===== src/rtl/enc_pkg.sv =====
// Shared types and helpers for the sequential priority encoder.
// Holds the FSM state type, a width helper and a reference selector.
package enc_pkg;

  localparam int MAX_N = 16;

  typedef enum logic {
    IDLE = 1'b0,
    HOLD = 1'b1
  } enc_state_e;

  // Ceil(log2(n)), usable in parameter expressions.
  function automatic int clog2(input int n);
    int r;
    r = 0;
    while ((1 << r) < n) r++;
    return r;
  endfunction

  // Highest set index of v; value for v == 0 is meaningless.
  function automatic logic [3:0] prio_idx(
    input logic [MAX_N-1:0] v
  );
    logic [3:0] r;
    r = '0;
    for (int i = 0; i < MAX_N; i++)
      if (v[i]) r = 4'(i);
    return r;
  endfunction

endpackage


===== src/rtl/prio_enc_comb.sv =====
// Combinational highest-index priority encoder, N lines to W bits.
// Ports: v_i request vector, idx_o winning index, any_o v_i != 0.
module prio_enc_comb
  import enc_pkg::*;
#(
  parameter int N = 4,
  localparam int W = clog2(N)
) (
  input  logic [N-1:0] v_i,
  output logic [W-1:0] idx_o,
  output logic         any_o
);

  // Later (higher) indices overwrite earlier ones, so the
  // highest set bit wins.
  always_comb begin
    idx_o = '0;
    for (int i = 0; i < N; i++)
      if (v_i[i]) idx_o = W'(i);
  end

  assign any_o = |v_i;

endmodule


===== src/rtl/enc_prio_seq.sv =====
// Sequential priority encoder: buffers requests, issues one code
// per handshake (highest first), with a one-hot grant echo.
// Ports: clk, reset_n (async low), en/req capture, code/valid/
// grant_oh registered outputs, ready consumer accept, pending view.
module enc_prio_seq
  import enc_pkg::*;
#(
  parameter int N = 4,
  localparam int W = clog2(N)
) (
  input  logic         clk,
  input  logic         reset_n,
  input  logic         en,
  input  logic [N-1:0] req,
  output logic [W-1:0] code,
  output logic         valid,
  input  logic         ready,
  output logic [N-1:0] grant_oh,
  output logic [N-1:0] pending
);

  localparam logic [N-1:0] ONE = {{(N-1){1'b0}}, 1'b1};

  enc_state_e   state_q, state_d;
  logic [N-1:0] pend_q, pend_d;
  logic [W-1:0] code_q, code_d;
  logic         valid_q, valid_d;
  logic [N-1:0] grant_q, grant_d;

  logic [N-1:0] set_v;
  logic [N-1:0] clr_v;
  logic [W-1:0] win_idx;
  logic         win_any;
  logic         hs;

  assign hs    = valid_q & ready;
  assign set_v = en ? req : '0;
  assign clr_v = hs ? grant_q : '0;

  // Set wins over clear: a re-requested bit stays pending.
  assign pend_d = (pend_q & ~clr_v) | set_v;

  prio_enc_comb #(
    .N (N)
  ) u_prio (
    .v_i   (pend_d),
    .idx_o (win_idx),
    .any_o (win_any)
  );

  always_comb begin
    state_d = state_q;
    code_d  = code_q;
    valid_d = valid_q;
    grant_d = grant_q;
    unique case (state_q)
      IDLE: begin
        if (win_any) begin
          code_d  = win_idx;
          grant_d = ONE << win_idx;
          valid_d = 1'b1;
          state_d = HOLD;
        end
      end
      HOLD: begin
        // No preemption: only a handshake changes the code.
        if (ready) begin
          if (win_any) begin
            code_d  = win_idx;
            grant_d = ONE << win_idx;
          end else begin
            valid_d = 1'b0;
            grant_d = '0;
            state_d = IDLE;
          end
        end
      end
      default: begin
        state_d = IDLE;
        valid_d = 1'b0;
        grant_d = '0;
      end
    endcase
  end

  always_ff @(posedge clk or negedge reset_n) begin
    if (!reset_n) begin
      state_q <= IDLE;
      pend_q  <= '0;
      code_q  <= '0;
      valid_q <= 1'b0;
      grant_q <= '0;
    end else begin
      state_q <= state_d;
      pend_q  <= pend_d;
      code_q  <= code_d;
      valid_q <= valid_d;
      grant_q <= grant_d;
    end
  end

  assign code     = code_q;
  assign valid    = valid_q;
  assign grant_oh = grant_q;
  assign pending  = pend_q;

endmodule

===== config.mk =====
export PLATFORM = sky130hd
export DESIGN_NAME = enc_prio_seq
export DESIGN_NICKNAME = d
export VERILOG_FILES = /design/src/rtl/enc_pkg.sv /design/src/rtl/prio_enc_comb.sv /design/src/rtl/enc_prio_seq.sv
export SDC_FILE = /design/constraint.sdc
export NUM_CORES = 1
export LEC_CHECK = 0
export BUFFER_PORTS_ARGS = -buffer_cell sky130_fd_sc_hd__clkbuf_2
export CELL_PAD_IN_SITES_DETAIL_PLACEMENT = 1
export CELL_PAD_IN_SITES_GLOBAL_PLACEMENT = 2
export CORE_UTILIZATION = 25
export CTS_BUF_LIST = sky130_fd_sc_hd__clkbuf_16
export CTS_CLUSTER_DIAMETER = 120
export DETAILED_ROUTE_END_ITERATION = 6
export PLACE_DENSITY = 0.8
export SYNTH_ARGS = -nofsm -noshare
export SYNTH_HDL_FRONTEND = slang
export SYNTH_SLANG_ARGS = --single-unit

===== constraint.sdc =====
create_clock -name clk -period 1.7 [get_ports clk]
set_input_delay 0.085 -clock clk [delete_from_list [all_inputs] [get_ports clk]]
set_output_delay 0.085 -clock clk [all_outputs]
set_load 0.1 [all_outputs]

==> results.toml <==
[cells_and_area]
area_growth_pct = 52.11
multi_input_area_um2 = 239.0
num_antenna_cells = 0
nNetsFinal = 80
drive_gt1_share_pct = 60.56
final.fill_count = 223
seqCellArea_um2 = 321.6
final_core_util_pct = 40.91
layout_common_cells = "clkbuf_2 (18), dfrtp_2 (5), inv_1 (4), o21ai_0 (4), dfrtp_4 (4)"
finish.instance_area_um2 = 810.8
instances_no_fill = 98
layout_commonest_cell = "clkbuf_2"

[power]
power.density_mw_per_mm2 = 1841
p_sw_uw = 700.2
p_comb_share_pct = 43.8
power_mw = 1.492
swShare_pct = 46.92
internal_power_uw = 792.1
p_clk_share_pct = 28.6
peakVddDrop_v = 0.0006062
leakagePower_nw = 0.3717
power_frac_seq_pct = 27.6

[timing]
slew_violations = 0
slew_headroom_pct = 63.93
finalHoldViolCount = 0
worst_slack_ps = 60.78
max_freq_mhz = 610.0
period_needed_ps = 1639
setup_viol = 0
whs_ps = 137.6
fin_tns_setup_ps = 0
rsz0062_at_grt = "yes"
worstMarginPinSlew_ps = 543.3
fin_worst_skew_ps = 6.384
fin_crit_sh_pct = 96.42

[yosys]
synthMuxAreaShare_pct = 2.113
syn_inst = 45
synth_seq_cells = 12
synthAdderAreaFrac_pct = 0
synth.distinct_cells = 22
netlist_area_um2 = 533.0
synth_top_family_by_area = "compound AO/OA/AOI/OAI gates"
synth-compound-area-share_pct = 24.41
syn_nets = 53
synth-xor-area-share_pct = 0
yosysWarnings = 0
netlist.top_cell.by_area = "dfrtp_1"
synthSimpleGateAreaFrac_pct = 14.32
syn_avg_cell_area_um2 = 11.84
ys_top_cells_by_area = "dfrtp_1 (56%), nor4_4 (4.0%), o21ai_0 (3.8%)"
synth_top_area_share_pct = 56.34
yosysSeqAreaShare_pct = 56.34

[worst_setup_path]
crit_fanout = 6
cp.required_ps = 1820
r2r_cells = 6
worstPathCellList = "nand3_2, a22oi_2, inv_2, nor4_4, a21oi_2, mux2_4"
cp_slowest_cell = "dfrtp_4"
crit_type = "register to register"
cp-end-kind = "register"
max_stage_delay_ps = 450
startpoint = "valid"
ff2ff_setup_slack_ps = 60
crit-reg2reg-launch = "valid"
worstPathArrival_ps = 1760
worstSetupStartpointType = "register"
r2r-end = "grant_oh[3]"

[drt]
dr.pass1.iters = 2
viasPerCell = 4.827
drt-initial-drc-count = 5
wl_um = 1303
top_layer_used = "met4"
drc_errors = 0
met3_length_um = 64
wl_met2_um = 602
vias = 473
detail_route.wl_per_cell_um = 13.30
ant_nets = 0
wl_met1_um = 617

[grt]
grt_util_all_layers_pct = 12.78
grt_pass1_wl_um = 1876
grt_overflow = 0
antenna_found_initial = 0
grt_pass1_vias = 397
grt_max_degree = 13

[worst_hold_path]
holdCritPathClass = "input pin to register"
hp-start = "req[3]"
min_path_cells = 2
min_to = "pending[3]"

[clocking]
clk_pin_slew_ps = 40
h-tree-depth = 1
numCtsBuffers = 3
clock_latency_ps = 240
clock_sinks = 12
cts_max_path_buffers = 2
cts_tree = "built"
root_buffer = "clkbuf_16"

[floorplan]
core_area_mm2 = 0.001982
die_w_um = 48.18
num_rows = 16
die-area_mm2 = 0.002321
die_h_um = 48.18
ios = 19
initial_core_util_pct = 26.89

[placed_design]
pre_cts_ws_ps = 76.65
dp_hpwl_um = 967.5
gp_congestion = 0.7409
place_area_um2 = 698.2
dp_cells = 91
port_buffers = 18

[flow_run]
timing.max_cap.violations = 0

[outcome]
status = "finished, final reports clean"
## registers in the layout, summed over array words and instances, names as in the netlist
name	cells
code	2
grant_oh	4
pending	4
state_q	1
valid	1
## cell families (layout without fill, tap and decap cells)
group / after synthesis / after routing
compound gates: 16 / 16
buf+inv: 4 / 30
flops: 12 / 12
mux: 1 / 1
simple gates: 12 / 12
## repair_timing
| action | 4_1_cts | 5_1_grt |
|---|---|---|
| setup endpoints to repair | 0 | 4 |
| endpoints found under the hold margin | 12 | 0 |
| gates resized for setup | 0 | 2 |
| hold buffers | 1 | 0 |
| buffers inserted | 0 | 2 |
## synthesized netlist by cell type
| cell type | count |
|---|---|
| o32ai_1 | 1 |
| inv_1 | 3 |
| nor4_4 | 1 |
| nand3_1 | 3 |
| a22oi_2 | 1 |
| a21o_1 | 2 |
| a2bb2oi_1 | 1 |
| o21ai_0 | 4 |
| a22o_2 | 1 |
| inv_2 | 1 |
| dfrtp_1 | 12 |
| nor3_1 | 1 |
| nor2_1 | 2 |
| a32o_1 | 1 |
| nand2_1 | 3 |
| a22o_4 | 1 |
| mux2_1 | 1 |
| a22o_1 | 1 |
| a21oi_1 | 2 |
| a21oi_2 | 1 |
| nand3_2 | 1 |
| nand2b_1 | 1 |
## worst max-delay path, delay by kind of cell (launching register included)
kind | cells | cell delay, ps
DFF | 1 | 450
and+or+nand+nor | 2 | 340
AOI/OAI and AO/OA | 2 | 310
muxes | 1 | 310
buffers and inverters | 1 | 100
## area by class of cell
cell class | instances | area share (%)
Clock buffer | 3 | 9.259
Clock inverter | 1 | 0.4630
Inverter | 4 | 1.852
Multi-Input combinational cell | 29 | 29.48
Sequential cell | 12 | 39.66
Tap cell | 27 | 4.167
Timing Repair Buffer | 22 | 15.12
## power groups by stage
stage | combinational (mW) | sequential [mW] | clock, mW
after floorplan | 0.119 | 0.821 | 0
after global placement | 0.632 | 0.413 | 0
after detailed placement | 0.635 | 0.415 | 0
after CTS | 0.639 | 0.411 | 0.439
after global routing | 0.681 | 0.420 | 0.453
final | 0.653 | 0.412 | 0.427
## layer usage
metal,up-vias,global-route usage (%)
met3,3,5.556
li1,221,-
met1,234,16.13
met4,0,6.667
met5,-,0
met2,15,18.40
## worst max-delay path by stage
stage,slack (ps),to
6_report,60,grant_oh[3]
5_1_grt,-40,grant_oh[3]
4_1_cts,40,grant_oh[3]
3_5_place_dp,80,grant_oh[3]
3_3_place_gp,100,grant_oh[3]
2_1_floorplan,-220,grant_oh[3]
(Power assumes the default switching activity.)
